<file path="config.mk">
export PLATFORM = sky130hd
export DESIGN_NAME = mesi_coherency_ctrl
export DESIGN_NICKNAME = d
export VERILOG_FILES = /design/src/rtl/mesi_coherency_ctrl.sv
export SDC_FILE = /design/constraint.sdc
export NUM_CORES = 1
export LEC_CHECK = 0
export BUFFER_PORTS_ARGS = -buffer_cell sky130_fd_sc_hd__buf_2
export CAP_MARGIN = 5
export CORE_MARGIN = 1.5
export CORE_UTILIZATION = 30
export CTS_BUF_LIST = sky130_fd_sc_hd__clkbuf_8
export DETAILED_ROUTE_END_ITERATION = 10
export GPL_TIMING_DRIVEN = 0
export SYNTH_ARGS = -nofsm -noshare
export SYNTH_HDL_FRONTEND = slang
export SYNTH_SLANG_ARGS = --single-unit
export TNS_END_PERCENT = 20
</file>
<file path="constraint.sdc">
create_clock -name CLK -period 3.23 [get_ports CLK]
set_clock_uncertainty 0.05 [all_clocks]
set_input_delay 0 -clock CLK [delete_from_list [all_inputs] [get_ports CLK]]
set_output_delay 0 -clock CLK [all_outputs]
set_load 0.01 [all_outputs]
</file>
<file path="src/rtl/mesi_coherency_ctrl.sv">
// Per-core MESI coherence controller: arbitrates L1 misses, upgrades and writebacks against
// bus snoops (snoops first), pre-empting and later resuming an in-flight request.
module mesi_coherency_ctrl #(
  parameter int unsigned ADDR_WIDTH = 32,
  parameter int unsigned BLOCK_SIZE = 2,
  parameter int unsigned N_SETS     = 16,
  parameter int unsigned CPUID      = 0,
  parameter int unsigned CNT_WIDTH  = 16
) (
  input  logic                                CLK,
  input  logic                                nRST,
  // cache request side
  input  logic                                req_ren,
  input  logic                                req_wen,
  input  logic                                req_upg,
  input  logic                                req_wb,
  input  logic [ADDR_WIDTH-1:0]               req_addr,
  input  logic [BLOCK_SIZE*32-1:0]            req_wdata,
  output logic                                req_busy,
  output logic                                fill_valid,
  output logic [BLOCK_SIZE*32-1:0]            fill_data,
  output logic [1:0]                          fill_state,
  // bus controller side
  output logic                                bus_dREN,
  output logic                                bus_dWEN,
  output logic                                bus_ccwrite,
  output logic [ADDR_WIDTH-1:0]               bus_daddr,
  output logic [BLOCK_SIZE*32-1:0]            bus_dstore,
  input  logic [BLOCK_SIZE*32-1:0]            bus_dload,
  input  logic                                bus_dwait,
  input  logic                                bus_ccexclusive,
  input  logic                                bus_ccwait,
  input  logic                                bus_ccinv,
  input  logic [ADDR_WIDTH-1:0]               bus_ccsnoopaddr,
  output logic                                bus_ccsnoopdone,
  output logic                                bus_ccsnoophit,
  output logic                                bus_ccdirty,
  // snoop port to the cache tag array
  output logic                                snp_req,
  output logic [$clog2(N_SETS)-1:0]           snp_set,
  output logic [ADDR_WIDTH-1:0]               snp_tag,
  input  logic                                snp_hit,
  input  logic                                snp_dirty,
  input  logic [BLOCK_SIZE*32-1:0]            snp_data,
  output logic                                snp_update,
  output logic [1:0]                          snp_new_state,
  output logic [CNT_WIDTH-1:0]                snoop_hit_count
);

  localparam int unsigned DATA_W = BLOCK_SIZE * 32;
  localparam int unsigned OFF    = 2 + $clog2(BLOCK_SIZE);
  localparam int unsigned SET_W  = $clog2(N_SETS);

  localparam logic [1:0] MESI_M = 2'd0;
  localparam logic [1:0] MESI_E = 2'd1;
  localparam logic [1:0] MESI_S = 2'd2;
  localparam logic [1:0] MESI_I = 2'd3;

  // Elaboration-time sanity on the geometry parameters
  if ((BLOCK_SIZE == 0) || ((BLOCK_SIZE & (BLOCK_SIZE - 1)) != 0)) begin : g_bad_block
    $error("BLOCK_SIZE must be a power of two");
  end
  if ((N_SETS < 2) || ((N_SETS & (N_SETS - 1)) != 0)) begin : g_bad_sets
    $error("N_SETS must be a power of two >= 2");
  end
  if (CPUID > 65535) begin : g_bad_cpuid
    $error("CPUID out of range");
  end

  typedef enum logic [2:0] {
    S_IDLE, S_SNP_LOOKUP, S_SNP_SEND, S_REQ_RD, S_REQ_RFO, S_REQ_UPG, S_REQ_WB, S_DONE
  } state_e;

  typedef enum logic [1:0] {K_RD, K_RFO, K_UPG, K_WB} kind_e;

  state_e                state_q, state_d;
  kind_e                 kind_q, kind_d;
  logic                  lat_valid_q, lat_valid_d;
  logic [ADDR_WIDTH-1:0] addr_q, addr_d;
  logic [DATA_W-1:0]     wdata_q, wdata_d;
  logic [DATA_W-1:0]     fill_data_q, fill_data_d;
  logic [1:0]            fill_state_q, fill_state_d;
  logic [CNT_WIDTH-1:0]  cnt_q, cnt_d;
  logic [DATA_W-1:0]     snp_data_q, snp_data_d;
  logic                  snp_dirty_q, snp_dirty_d;
  logic                  snp_inv_q, snp_inv_d;

  logic  any_req;
  kind_e new_kind;
  logic  blk_match;

  function automatic state_e kind_state(input kind_e k);
    case (k)
      K_RD:    return S_REQ_RD;
      K_RFO:   return S_REQ_RFO;
      K_UPG:   return S_REQ_UPG;
      default: return S_REQ_WB;
    endcase
  endfunction

  // Fixed request priority: writeback > RFO > upgrade > read
  always_comb begin
    any_req  = req_wb | req_wen | req_upg | req_ren;
    new_kind = K_RD;
    if (req_wb)       new_kind = K_WB;
    else if (req_wen) new_kind = K_RFO;
    else if (req_upg) new_kind = K_UPG;
    blk_match = (addr_q[ADDR_WIDTH-1:OFF] == bus_ccsnoopaddr[ADDR_WIDTH-1:OFF]);
  end

  always_ff @(posedge CLK) begin
    if (!nRST) begin
      state_q      <= S_IDLE;
      kind_q       <= K_RD;
      lat_valid_q  <= 1'b0;
      addr_q       <= '0;
      wdata_q      <= '0;
      fill_data_q  <= '0;
      fill_state_q <= MESI_I;
      cnt_q        <= '0;
      snp_data_q   <= '0;
      snp_dirty_q  <= 1'b0;
      snp_inv_q    <= 1'b0;
    end else begin
      state_q      <= state_d;
      kind_q       <= kind_d;
      lat_valid_q  <= lat_valid_d;
      addr_q       <= addr_d;
      wdata_q      <= wdata_d;
      fill_data_q  <= fill_data_d;
      fill_state_q <= fill_state_d;
      cnt_q        <= cnt_d;
      snp_data_q   <= snp_data_d;
      snp_dirty_q  <= snp_dirty_d;
      snp_inv_q    <= snp_inv_d;
    end
  end

  always_comb begin
    state_d         = state_q;
    kind_d          = kind_q;
    lat_valid_d     = lat_valid_q;
    addr_d          = addr_q;
    wdata_d         = wdata_q;
    fill_data_d     = fill_data_q;
    fill_state_d    = fill_state_q;
    cnt_d           = cnt_q;
    snp_data_d      = snp_data_q;
    snp_dirty_d     = snp_dirty_q;
    snp_inv_d       = snp_inv_q;
    fill_valid      = 1'b0;
    bus_dREN        = 1'b0;
    bus_dWEN        = 1'b0;
    bus_ccwrite     = 1'b0;
    bus_daddr       = '0;
    bus_dstore      = '0;
    bus_ccsnoopdone = 1'b0;
    bus_ccsnoophit  = 1'b0;
    bus_ccdirty     = 1'b0;
    snp_req         = 1'b0;
    snp_set         = '0;
    snp_tag         = '0;
    snp_update      = 1'b0;
    snp_new_state   = 2'd0;

    case (state_q)
      S_IDLE: begin
        if (bus_ccwait) begin
          state_d = S_SNP_LOOKUP;
        end else if (any_req) begin
          lat_valid_d = 1'b1;
          kind_d      = new_kind;
          addr_d      = req_addr;
          wdata_d     = req_wdata;
          state_d     = kind_state(new_kind);
        end
      end

      S_SNP_LOOKUP: begin
        snp_req         = 1'b1;
        snp_set         = bus_ccsnoopaddr[OFF +: SET_W];
        snp_tag         = bus_ccsnoopaddr;
        bus_ccsnoopdone = 1'b1;
        bus_ccsnoophit  = snp_hit;
        snp_data_d      = snp_data;
        snp_dirty_d     = snp_dirty;
        snp_inv_d       = bus_ccinv;
        // A pending upgrade loses its shared copy when the snoop invalidates it
        if (lat_valid_q && (kind_q == K_UPG) && bus_ccinv && blk_match) begin
          kind_d = K_RFO;
        end
        if (snp_hit)          state_d = S_SNP_SEND;
        else if (lat_valid_q) state_d = kind_state(kind_d);
        else                  state_d = S_IDLE;
      end

      S_SNP_SEND: begin
        bus_dstore     = snp_data_q;
        bus_ccsnoophit = 1'b1;
        bus_ccdirty    = snp_dirty_q;
        snp_new_state  = snp_inv_q ? MESI_I : MESI_S;
        if (!bus_ccwait) begin
          snp_update = 1'b1;
          if (cnt_q != {CNT_WIDTH{1'b1}}) cnt_d = cnt_q + CNT_WIDTH'(1);
          state_d = lat_valid_q ? kind_state(kind_q) : S_IDLE;
        end
      end

      S_REQ_RD, S_REQ_RFO, S_REQ_UPG, S_REQ_WB: begin
        bus_daddr   = addr_q;
        bus_dREN    = (state_q == S_REQ_RD);
        bus_dWEN    = (state_q == S_REQ_WB);
        bus_ccwrite = (state_q == S_REQ_RFO) || (state_q == S_REQ_UPG);
        if (state_q == S_REQ_WB) bus_dstore = wdata_q;
        if (!bus_dwait) begin
          state_d     = S_DONE;
          fill_data_d = bus_dload;
          case (state_q)
            S_REQ_RD: fill_state_d = bus_ccexclusive ? MESI_E : MESI_S;
            S_REQ_WB: fill_state_d = MESI_I;
            default:  fill_state_d = MESI_M;
          endcase
        end else if (bus_ccwait) begin
          state_d = S_SNP_LOOKUP;
        end
      end

      S_DONE: begin
        fill_valid  = 1'b1;
        lat_valid_d = 1'b0;
        state_d     = S_IDLE;
      end

      default: state_d = S_IDLE;
    endcase
  end

  assign req_busy        = any_req | (lat_valid_q & (state_q != S_DONE));
  assign fill_data       = fill_data_q;
  assign fill_state      = fill_state_q;
  assign snoop_hit_count = cnt_q;

endmodule

</file>
# Yosys cells after proc, flatten, opt, wreduce, memory -nomap -nowiden

Index checks and enable logic that the tools add are counted.
Widths: inputs -> output; s select.

Input port bits: 268
Bits in read-only memories: 0
Memories: 0
Output and inout bits: 226
RAM bits: 0
Bits in latches: 0
Word-level logic and storage cells: 98
Register bits: 250

$mul: 0
Add/subtract/negate cells: 1
Order comparisons: 0
Eq/ne operators: 21
Shifts and indexed selects: 0
Bitwise logic cells: 7
Div/mod/pow operators: 0
Multiplexer cells: 41
Reduce and logical (&&, ||, !) cells: 17

Operator list:

| operator              | number |
|---|---|
| $pmux 64 s2           | 1 |
| $mux 32               | 2 |
| $mux 64               | 1 |
| $eq 29x29->1          | 1 |
| $pmux 3 s3            | 3 |
| $mux 3                | 8 |
| $mux 2                | 9 |
| $add 16x1->16 const B | 1 |
| $ne 16x16->1 const B  | 1 |
| $pmux 3 s5            | 1 |
| $reduce_and 3->1      | 5 |
| $eq 3x3->1 const B    | 4 |
| $mux 1                | 11 |
| $ne 3x3->1 const B    | 3 |
| $pmux 2 s2            | 2 |
| $eq 2x1->1 const B    | 3 |
| $eq 2x2->1 const B    | 3 |
| $eq 3x2->1 const B    | 2 |
| $logic_not 2->1       | 3 |
| $ne 2x2->1 const B    | 3 |
| $mux 4                | 1 |
| $or 1x1->1            | 4 |
| $pmux 1 s2            | 2 |
| $reduce_bool 2->1     | 2 |
| other kinds (8)       | 11 |

# Logic depth before layout (Yosys ltp)

Word-level depth: 11
Mapped depth: 10
Depth with buffers taken out: 10

# Least setup slack after synthesis

No wires, ideal clock.

Path type: flip-flop to flip-flop
Start: register kind_q[0]
End: register state_q[1]
Setup time: 0.091 ns
Arrival: 2.039 ns
Setup slack: 1.050 ns
Path buffers: 0
Period minus slack after synthesis: 2.180 ns
Required time: 3.089 ns
Cell stages (with the launch flop): 11
Path through: dfxtp_1 -> inv_1 -> ha_1 -> nand4_1 -> or4_1 -> nor2_1 -> nor2_1 -> ha_1 -> o22ai_1 -> nand2_1 -> a311oi_1

Cells in the longest elaborated chain, start to end: 11
Elaborated cells between the ends (all ways): 18
Classes of those cells: eq/ne: 4; mux: 9; reduce/logical: 5

Ends and longest elaborated chain:

| what                                     | line    | RTL |
|---|---|---|
| from (decl)                              | 77      | `kind_e kind_q, kind_d;` |
| from (signal assigned)                   | 126     | `kind_q <= kind_d;` |
| $eq 2x2->1                               | 93, 189 |  |
| $logic_and 1x1->1 (3 in series)          | 189     | `if (lat_valid_q && (kind_q == K_UPG) && bus_ccinv && blk_match) begin` |
| $mux 2                                   | 189     |  |
| $mux 2                                   | 166     | `case (state_q)` |
| $eq 2x2->1, or another cell as far along | 93      | `case (k)` |
| $pmux 3 s3                               | 93      |  |
| $mux 3                                   | 193     | `else if (lat_valid_q) state_d = kind_state(kind_d);` |
| $mux 3                                   | 192     | `if (snp_hit) state_d = S_SNP_SEND;` |
| $pmux 3 s5 (*)                           | 166     |  |
| to (signal assigned)                     | 125     | `state_q <= state_d;` |
| to (decl)                                | 76      | `state_e state_q, state_d;` |

Mark *: on every way between the ends. The rest lies on a longest branch, timed or not. The select of a mux whose other input is x is not followed.
A chain may end at the register's enable or synchronous reset.

# Worst setup path in the final report

Start: register state_q[0]
End: output port bus_dstore[16]

Cells in the longest elaborated chain, start to end: 3
Elaborated cells between the ends (all ways): 8
Classes of those cells: eq/ne: 5; mux: 2; reduce/logical: 1

Ends and longest elaborated chain:

| what                                       | line     | RTL |
|---|---|---|
| $eq 3x2->1, or another cell as far along   | 166      |  |
| $reduce_or 4->1 or $mux 64 (tied branches) | 166, 214 |  |
| $pmux 64 s2 (*)                            | 166      |  |
| to (decl)                                  | 28       | `output logic [BLOCK_SIZE*32-1:0] bus_dstore,` |

Mark *: on every way between the ends. The rest lies on a longest branch, timed or not.

==> results.yml <==
outcome:
  outcome: "finished, final reports clean"
detailed_routing:
  drc_errors: 0
  viasPerCell: 4.78
  ant_nets: 0
  wl_microns: 47600
  drtPass1Iterations: 6
  vias: 12600
  wire_per_inst_microns: 18.1
  drt_iter0_markers: 722
global_route:
  grt_pass1_vias: 12400
  antenna_found_initial: 6
  grt_usage_pct: 25.1
  overflow: 0
  grt_pass1_wl_microns: 70000
  grt_max_degree: 12
clocking:
  cts.sink_count: 250
  htree_levels: 2
  cts_tree: "done"
  clk_path_buf_depth: 3
  clk_pin_slew_ns: 0.06
  clockRootBuffer: "clkbuf_8"
  clk_latency_ns: 0.56
  cts_setup_buffers: 0
  numCtsBuffers: 44
logic_synthesis:
  yosys_most_used_dff: "dfxtp_1"
  syn_area_sq_um: 10600
  netlist.area_leader.share_pct: 47.1
  synth_area_leader_cell: "dfxtp_1"
  ys_warn_count: 0
  synthCells: 1356
  synth.net_count: 1629
  ys_seq_elements: 250
  synth-compound-area-share_pct: 18.6
  synth_fa_ha_area_share_pct: 0.589
  async_flop_share_pct: 0
  synthXorXnorAreaFrac_pct: 3.38
  synthSimpleGateAreaFrac_pct: 25.0
  avgSynthCellArea_sq_um: 7.83
  synth_area_leaders: "dfxtp_1, nand2_1, a21oi_1, a22o_1, clkbuf_1"
  ys_types: 53
  synth_enable_flop_cells: 0
  synthMuxAreaShare_pct: 0.189
  ys_seq_area_share_pct: 47.1
  synth_top_family_by_area: "simple AND/OR/NAND/NOR gates"
  synth_most_common_cell: "nand2_1"
  yosys-top-cells-count: "nand2_1, dfxtp_1, a21oi_1"
power:
  irDropWorstVdd_mv: 0.413
  power_leakage_nw: 7.62
  pwr_density_cell_nw_per_um2: 647
floorplan:
  start_util_pct: 30.6
  pin_count: 494
  die_w_microns: 191
  core_area_sq_um: 34700
  die_area_sq_um: 36500
  std_cell_rows: 68
  die_h_microns: 191
timing:
  hold_ws_ns: 0.0457
  fmax_mhz: 331
  hold_viol_final: 0
  fin_tns_setup_ns: 0
  worst_pin_slew_ns: 1.01
  finalCritPeriodShare_pct: 93.6
  rsz0062_at_grt: "true"
  maxSlewHeadroom_pct: 32.5
  drv_slew: 0
  min_period_ns: 3.02
  setup_violations: 0
cells_and_area:
  drive_gt1_share_pct: 28.5
  layout.nets: 2405
  area_delta_synth_final_pct: 60.0
  multi_input_area_sq_um: 5070
  fin_cells: 2626
  final_core_util_pct: 48.9
  nFillCells: 3334
  design_area_sq_um: 17000
  register_area_sq_um: 5000
critical_path:
  regToRegStartpoint: "state_q[1]"
  crit_type: "reg2out"
  reg2reg_slack_ns: 0.25
  end_kind: "output pin"
  arrival_ns: 2.97
  cp_max_fo: 10
  worstSetupStartpointType: "flop"
  startpoint: "state_q[0]"
  worstPathRequired_ns: 3.18
place:
  place.gp.congestion: 0.936
  place_area_sq_um: 13700
  dp_hpwl_microns: 34000
  numPortBuffers: 493
  placed_cells: 2304
hold_path:
  worstHoldStart: "bus_ccsnoopaddr[7]"
  hold_class: "in2reg"
job:
  cap_violations: 0
==> kinds of logic (layout without fill, tap and decap cells) <==
group	Yosys count	in the layout
muxes	2	2
AOI/OAI and AO/OA	331	331
and+or+nand+nor	608	608
other	0	6
xor gates and xnor gates	41	41
adders and majority gates	5	5
buffers and inverters	119	928
DFF	250	250
==> what timing repair did <==
action | CTS | global route
resized for setup | 5 | 0
hold buffers | 237 | 0
endpoints found under the hold margin | 236 | 0
cloned | 0 | 0
endpoints found under the setup margin | 36 | 1
==> worst max-delay path, stage by stage, from the launching register on <==
cell and delay, ns:
dfxtp_1 0.31, buf_6 0.13, nor2_1 0.10, nand2_1 0.19, inv_2 0.24, clkbuf_2 0.39, buf_1 0.59, a22o_1 0.29
buf_2 0.16
==> report_power, final <==
part | total, mW | leakage [nW] | internal, mW | switching, mW
logic | 3.79 | 5.05 | 1.43 | 2.36
clock network | 3.13 | 0.536 | 1.78 | 1.35
registers | 4.06 | 2.04 | 3.69 | 0.372
total | 11.0 | 7.62 | 6.90 | 4.09
==> cell usage in the layout (no fill, tap or decap), types with 6 or more instances in the layout <==
cell type,n
buf_2,519
nand2_1,470
dfxtp_1,250
dlygate4sd3_1,237
a21oi_1,236
a22o_1,66
clkbuf_1,57
clkbuf_8,52
and2_1,34
nor2b_1,33
inv_1,27
xnor2_1,24
nor2_1,21
xor2_1,17
buf_4,16
o21ai_0,12
nor4_1,8
diode_2,6
nand3_1,6
nand4_1,6
==> cell type report <==
type	instances	area share, %
plain buffers	106	2.99
well taps	455	3.35
diodes	6	0.0884
repair buffers	730	28.5
clock inverters	27	1.30
clock buffers	52	4.21
multi-input cells	987	29.8
flip-flops and latches	250	29.5
inverters	13	0.287
==> path summary, 6_finish.rpt <==
| kind | cells after the start | end |
|---|---|---|
| setup / recovery | 8 | bus_dstore[16] |
| hold / removal | 6 | kind_q[1] |
| setup reg to reg | 9 | fill_state[0] |
| hold reg to reg | 2 | fill_data[17] |
==> per-stage QoR <==
stage | setup WS [ns] | total power [mW]
global placement | 0.429 | 7.58
detailed placement | 0.424 | 7.64
finish | 0.208 | 11.0
floorplan | 1.05 | 6.15
global route | -0.00702 | 11.7
CTS | 0.136 | 11.0
==> layer usage <==
layer  vias to the layer above  wire, microns  global-route usage, %  share of wire, %
met1                      5808          19700                   29.9                41
met3                       118           3720                   6.21               7.8
li1                       6068              -                      -                 -
met5                         -             29                      0             0.061
met2                       564          22500                   43.1                47
met4                         4           1660                   9.74               3.5
==> state kept, by name (all words and copies together), names as in the netlist <==
name             cells
fill_state           2
addr_q              32
snp_inv_q            1
fill_data           64
state_q              3
kind_q               2
wdata_q             64
lat_valid_q          1
snp_dirty_q          1
snp_data_q          64
snoop_hit_count     16
Power figures use the tool's default switching activity.
